File: config.mk
export PLATFORM = sky130hd
export DESIGN_NAME = pool_stream
export DESIGN_NICKNAME = d
export VERILOG_FILES = /design/src/rtl/pool_pkg.sv /design/src/rtl/pool_lane.sv /design/src/rtl/pool_stream.sv
export SDC_FILE = /design/constraint.sdc
export NUM_CORES = 1
export LEC_CHECK = 0
export CAP_MARGIN = 30
export CORE_ASPECT_RATIO = 1.5
export CORE_UTILIZATION = 53
export DETAILED_ROUTE_END_ITERATION = 8
export PLACE_DENSITY = 0.83
export SYNTH_ARGS = -nofsm -noshare
export SYNTH_HDL_FRONTEND = slang
export SYNTH_SLANG_ARGS = --single-unit
File: constraint.sdc
create_clock -name clk -period 3.8 [get_ports clk]
set_clock_uncertainty 0.2 [all_clocks]
set_input_delay 0.57 -clock clk [delete_from_list [all_inputs] [get_ports clk]]
set_output_delay 0.57 -clock clk [all_outputs]
set_load 0.01 [all_outputs]
File: src/rtl/pool_pkg.sv
// Shared mode type and width helpers for the KxK pooling stream engine.
package pool_pkg;

  typedef enum logic {POOL_MAX = 1'b0, POOL_AVG = 1'b1} pool_mode_t;

  // Ceiling log2; K is a power of two so this is exact.
  function automatic int log2k(input int k);
    int r;
    r = 0;
    for (int i = 0; i < 31; i++) begin
      if ((1 << i) < k) r = i + 1;
    end
    return r;
  endfunction

  // A KxK sum of W-bit pixels needs 2*log2(K) extra bits to never overflow.
  function automatic int acc_w(input int w, input int k);
    return w + 2 * log2k(k);
  endfunction

endpackage

File: src/rtl/pool_lane.sv
// One output lane: reduces K adjacent pixels per beat and accumulates across
// the K beats of a window, producing the pooled pixel for the closing beat.
module pool_lane
  import pool_pkg::*;
#(
  parameter int W      = 8,
  parameter int K      = 2,
  parameter int SIGNED = 0
) (
  input  logic                clk,
  input  logic                rstn,
  input  logic [K-1:0][W-1:0] px_i,
  input  logic                start_i,
  input  logic                accept_i,
  input  pool_mode_t          mode_i,
  output logic [W-1:0]        res_o
);

  localparam int AW = acc_w(W, K);
  localparam int SH = 2 * log2k(K);

  logic        [AW-1:0] acc_q;
  logic        [AW-1:0] acc_d;
  logic        [AW-1:0] red;
  logic signed [AW-1:0] acc_s;
  logic        [AW-1:0] avg;

  function automatic logic [AW-1:0] ext(input logic [W-1:0] p);
    if (SIGNED != 0) return {{(AW-W){p[W-1]}}, p};
    return {{(AW-W){1'b0}}, p};
  endfunction

  function automatic logic gt(input logic [AW-1:0] a, input logic [AW-1:0] b);
    if (SIGNED != 0) return $signed(a) > $signed(b);
    return a > b;
  endfunction

  // Column reduction of this beat's K pixels.
  always_comb begin
    red = ext(px_i[0]);
    for (int i = 1; i < K; i++) begin
      if (mode_i == POOL_MAX) begin
        if (gt(ext(px_i[i]), red)) red = ext(px_i[i]);
      end else begin
        red = red + ext(px_i[i]);
      end
    end
  end

  always_comb begin
    acc_d = red;
    if (!start_i) begin
      if (mode_i == POOL_MAX) acc_d = gt(red, acc_q) ? red : acc_q;
      else                    acc_d = acc_q + red;
    end
  end

  // Arithmetic shift for signed pixels gives floor division of the sum.
  always_comb begin
    acc_s = acc_d;
    if (SIGNED != 0) avg = acc_s >>> SH;
    else             avg = acc_d >> SH;
  end

  assign res_o = (mode_i == POOL_MAX) ? W'(acc_d) : W'(avg);

  always_ff @(posedge clk or negedge rstn) begin
    if (!rstn)         acc_q <= '0;
    else if (accept_i) acc_q <= acc_d;
  end

endmodule

File: src/rtl/pool_stream.sv
// KxK pooling over a row-streamed feature map: K input beats of R pixels
// produce one output beat of R/K pooled pixels, with valid/ready on both sides.
module pool_stream
  import pool_pkg::*;
#(
  parameter int R      = 8,
  parameter int W      = 8,
  parameter int K      = 2,
  parameter int SIGNED = 0
) (
  input  logic                  clk,
  input  logic                  rstn,
  input  pool_mode_t            mode,
  input  logic                  s_valid,
  output logic                  s_ready,
  input  logic [R-1:0][W-1:0]   s_data,
  output logic                  m_valid,
  input  logic                  m_ready,
  output logic [R/K-1:0][W-1:0] m_data
);

  localparam int N  = R / K;
  localparam int CW = log2k(K);
  localparam logic [CW-1:0] LAST = CW'(K - 1);

  logic [CW-1:0]       row_cnt_q, row_cnt_d;
  pool_mode_t          mode_q, mode_d, mode_eff;
  logic                m_valid_q, m_valid_d;
  logic [N-1:0][W-1:0] m_data_q, m_data_d;
  logic [N-1:0][W-1:0] res;
  logic                start, closing, accept;

  // Handshake: a beat transfers on a rising edge where valid && ready.
  // Only the closing beat can stall, and only while a previous result is
  // still held and not being drained in this same cycle.
  assign start   = (row_cnt_q == '0);
  assign closing = (row_cnt_q == LAST);
  assign s_ready = !closing || !m_valid_q || m_ready;
  assign accept  = s_valid && s_ready;

  // Mode is latched at window start but must already steer the first beat.
  always_comb begin
    mode_eff = mode_q;
    if (start) mode_eff = mode;
  end

  for (genvar j = 0; j < N; j++) begin : g_lane
    pool_lane #(
      .W      (W),
      .K      (K),
      .SIGNED (SIGNED)
    ) u_lane (
      .clk      (clk),
      .rstn     (rstn),
      .px_i     (s_data[K*j +: K]),
      .start_i  (start),
      .accept_i (accept),
      .mode_i   (mode_eff),
      .res_o    (res[j])
    );
  end

  always_comb begin
    row_cnt_d = row_cnt_q;
    mode_d    = mode_q;
    if (accept) begin
      row_cnt_d = closing ? '0 : row_cnt_q + 1'b1;
      if (start) mode_d = mode;
    end
  end

  always_comb begin
    m_valid_d = m_valid_q;
    m_data_d  = m_data_q;
    if (m_ready) m_valid_d = 1'b0;
    if (accept && closing) begin
      m_valid_d = 1'b1;
      m_data_d  = res;
    end
  end

  always_ff @(posedge clk or negedge rstn) begin
    if (!rstn) begin
      row_cnt_q <= '0;
      mode_q    <= POOL_MAX;
      m_valid_q <= 1'b0;
      m_data_q  <= '0;
    end else begin
      row_cnt_q <= row_cnt_d;
      mode_q    <= mode_d;
      m_valid_q <= m_valid_d;
      m_data_q  <= m_data_d;
    end
  end

  assign m_valid = m_valid_q;
  assign m_data  = m_data_q;

endmodule

==> results.ini, run 1 <==
[place]
hpwl_um = 26300
place_congestion = 0.950
pre_cts_ws_ns = -1.26
placed_cell_area_um2 = 14100
io_buffers = 102

[status]
error_line = [ERROR DPL-0038] Utilization greater than 100%, impossible to legalize
status = stopped before the end
lastStage = global routing (5_1_grt)

[yosys]
syn_nets = 1453
ys_seq_elements = 75
synth.yosys.warnings = 0
synth_edf_count = 0
synthArstFlopShare_pct = 100
synthTopCellsByArea = dfrtp_1, ha_1, a21oi_1, inv_1, nand2_1
synth.distinct_cells = 85
synthCells = 1232
yosysSeqAreaShare_pct = 19.4
synth_top_cell_by_area = dfrtp_1
synth_common_cells = ha_1, inv_1, a21oi_1, nand2_1, nor2_1
syn_area_um2 = 9660
netlist.area_leader.share_pct = 19.4
synthFlopType = dfrtp_1
synth_most_common_cell = ha_1
syn_avg_cell_area_um2 = 7.84

[clock_tree]
clock_path_buffers = 2
cts_buffers = 9
root_buffer = clkbuf_16
cts_hold_buf = 0
cts-htree-levels = 3
clock-sinks = 75

[timing]
worst_endpoint = g_lane[3].u_lane.acc_q[0]$_DFFE_PN0P_/D
endpoint_type = register input

[die]
ioPinCount = 103
start_util_pct = 54.1
fp.dieW_um = 112
die_h_um = 167
placement_rows = 60

[global_route]
grt_max_degree = 65

-- per-stage QoR --
stage                     util, %  instances
after floorplan                 -       1232
after global placement       78.7       1854
after detailed placement     78.7       1854
after CTS                    93.5       1978
-- timing repair --
item                       4_1_cts
gates resized for setup        588
buffers inserted               116
pin swaps                      206
setup endpoints to repair       72
hold endpoints to repair         0
cloned                           1
-- logic make-up after synthesis --
group	after synthesis	share of synthesized area, %
AOI/OAI and AO/OA	409	28.4
and+or+nand+nor	351	18.1
buffers and inverters	180	7.46
adders and majority gates	152	20.3
DFF	75	19.4
xor gates and xnor gates	34	3.08
muxes	31	3.26
==> inputs of run 2 (changes only) <==
Settings changed: CORE_ASPECT_RATIO 1.5 to not set, CORE_UTILIZATION 53 to 40, PLACE_DENSITY 0.83 to not set, PLACE_DENSITY_LB_ADDON set to 0.15.
Clock period 3.8 ns to 4.9 ns, I/O delays scaled along.
==> run 2 against run 1 <==
Effect of this change:
- the run now ends clean
- synthesized area did not move
- synthesized cell count did not move
==> results.ini, run 2 <==
[setup_path]
crit_type = in -> reg
cpPeakStageDelay_ns = 0.55
endpoint_kind = flip-flop
worst-path-buf-inv = 4
cpMaxStageDelayCell = or4_4
cp_max_fo = 6
cpLargestDelayFamily = simple AND/OR/NAND/NOR gates
path_cells = clkdlybuf4s50_1 -> inv_1 -> ha_1 -> buf_4 -> nand2_1 -> o2111ai_2 -> nand2_2 -> buf_6 -> mux2_2 -> a21o_1 -> ha_1 -> and4b_1 -> o21a_1 -> or4_4 -> a21oi_4 -> and2_1 -> o21ai_1 -> a32o_1 -> o21ai_1
reg2regPathDepth = 16
cp.required_ns = 4.95
arrival_ns = 4.78
start_kind = input port
cp.depth = 19

[timing]
finalMaxSlewViolations = 0
min_period_over_period_pct = 96.5
rsz0062_at_grt = true
worst_hold_slack_ns = 0.160
worst_pin_slew_ns = 0.928
finalHoldViolations = 0
worst_slack_ns = 0.172
setup_viol = 0
clock.fmax_ghz = 0.212
relSlewSlack_pct = 37.9
layout_min_cycle_time_ns = 4.73

[final_layout]
finish.utilization_pct = 59.4
syn_to_final_growth_pct = 45.2
antenna_cells = 0
finalInstanceArea_um2 = 14000
largest-register = g_lane.u_lane.acc_q
final_common_cell = buf_4
largest_reg_flops = 40
fin_nets = 1831
most-common-layout-cells = buf_4, ha_1, inv_1, clkdlybuf4s50_1, a21oi_1
drive_gt1_share_pct = 26.9

[detailed_routing]
postRouteAntennaNets = 0
drt_first_pass_iters = 5
wl_per_cell_um = 16.6
drtIter0Drc = 623
route.detailed.drc = 0
viasPerCell = 5.46
vias = 10558
drt_wl_total_um = 32200

[clock_tree]
clock-sinks = 75
clk_latency_ns = 0.35
cts_tree = yes
cts.clk_slew.worst_paths_ns = 0.06
cts-htree-levels = 3
cts_buffers = 9
root_buffer = clkbuf_16
clock_path_buffers = 2

[yosys]
syn_avg_cell_area_um2 = 7.84
synth_most_common_cell = ha_1
ys_seq_elements = 75
synth_edf_count = 0
synth-xor-area-share_pct = 3.08
syn_nets = 1453
synthArstFlopShare_pct = 100
syn_area_um2 = 9660
synth_compound_area_share_pct = 28.4
synth_top_family_by_area = compound AO/OA/AOI/OAI gates
synthCells = 1232
synth_common_cells = ha_1, inv_1, a21oi_1, nand2_1, nor2_1
synthTopCellsByArea = dfrtp_1, ha_1, a21oi_1, inv_1, nand2_1
synthAdderAreaFrac_pct = 20.3
synth.yosys.warnings = 0
yosysSeqAreaShare_pct = 19.4
synth-simple-area-share_pct = 18.1
synth_top_cell_by_area = dfrtp_1
synthFlopType = dfrtp_1
netlist.area_leader.share_pct = 19.4
synth_mux_area_share_pct = 3.26
synth.distinct_cells = 85

[place]
pre_cts_ws_ns = -0.406
place_congestion = 0.959
hpwl_um = 24800
placed_cell_area_um2 = 13200
io_buffers = 102

[status]
status = completed

[power]
power_switching_mw = 3.61
p_seq_share_pct = 15.1
clkPwrFrac_pct = 9.2
irDropWorstVdd_uv = 247
comb_power_share_pct = 75.7
p_int_mw = 4.24
total_power_mw = 7.85
power_switching_share_pct = 46.0
power_leakage_nw = 6.67
power_density_nw_per_um2 = 559

[min_path]
hp-class = in -> async

[global_route]
grt_max_degree = 42
antenna_found_initial = 0
grt_pass1_wl_um = 51300
grt-ovfl-total = 0
grt_pass1_vias = 10486
grt_usage_pct = 26.2

[die]
placement_rows = 56
fp.dieW_um = 157
die_h_um = 157
die-area_um2 = 24800
start_util_pct = 40.9
core_area_um2 = 23600
ioPinCount = 103

[run]
drv_cap = 0

run 2: cell counts after synthesis:
No cell type changed its count.
run 2: what timing repair did:
action                                  4_1_cts  5_1_grt
endpoints found under the setup margin        5       68
pin swaps                                     0       34
buffers inserted                              0        6
hold buffers                                  0        0
gates resized for setup                       5       92
run 2: worst register-to-register path, delay by kind of cell, from the launching register on:
| family | cells | cell delay [ns] |
|---|---|---|
| simple gates | 2 | 0.35 |
| fa+ha+maj | 1 | 0.42 |
| flops | 1 | 0.40 |
| compound gates | 8 | 1.32 |
| mux | 1 | 0.40 |
| buf+inv | 4 | 0.90 |
run 2: power by group through the flow:
stage          combinational (mW)  clock [mW]  sequential (mW)
6_report                     5.94       0.720             1.18
5_1_grt                      6.53       0.749             1.23
4_1_cts                      5.62       0.720             1.18
3_5_place_dp                 5.56           0             1.19
3_3_place_gp                 5.51           0             1.19
2_1_floorplan                3.24           0             1.18
run 2: per-layer routing:
metal,GRT usage [%],up-vias,wire length (um)
met1,34.5,4997,14800
li1,-,5217,-
met3,3.47,58,1600
met5,0,-,0
met4,8.69,0,782
met2,43.8,286,15000
run 2: final timing paths:
path / to / startpoint / slack (ns)
min: g_lane[3].u_lane.acc_q[3] / rstn / 0.16
max in group asynchronous: m_data[8] / rstn / 3.75
max reg2reg: g_lane[3].u_lane.acc_q[8] / mode_q / 0.82
max: m_data[28] / s_data[52] / 0.17
min in group clk: m_data[13] / m_data[13] / 0.28
min reg2reg: m_data[13] / m_data[13] / 0.28
run 2: final cells by class:
| type | count | area [um2] |
|---|---|---|
| multi-input combinational | 977 | 7500 |
| tap | 319 | 399 |
| clock inverter | 4 | 47.5 |
| clock buffer | 12 | 267 |
| sequential | 75 | 1880 |
| inverter | 127 | 477 |
| timing repair buffer | 420 | 3450 |
| fill | 2197 | 9590 |
run 2: stage by stage:
step,instances,TNS [ns]
after floorplan,1232,0
after global placement,1910,-10.59
after detailed placement,1912,-14.49
after CTS,1928,0
after global routing,1934,-0.529
final,1934,0
run 2: logic make-up after synthesis:
| logic type | count (synthesis) |
|---|---|
| AOI/OAI and AO/OA | 409 |
| and+or+nand+nor | 351 |
| buffers and inverters | 180 |
| adders and majority gates | 152 |
| DFF | 75 |
| xor gates and xnor gates | 34 |
| muxes | 31 |
No activity file was read; power rests on OpenSTA's default activity.
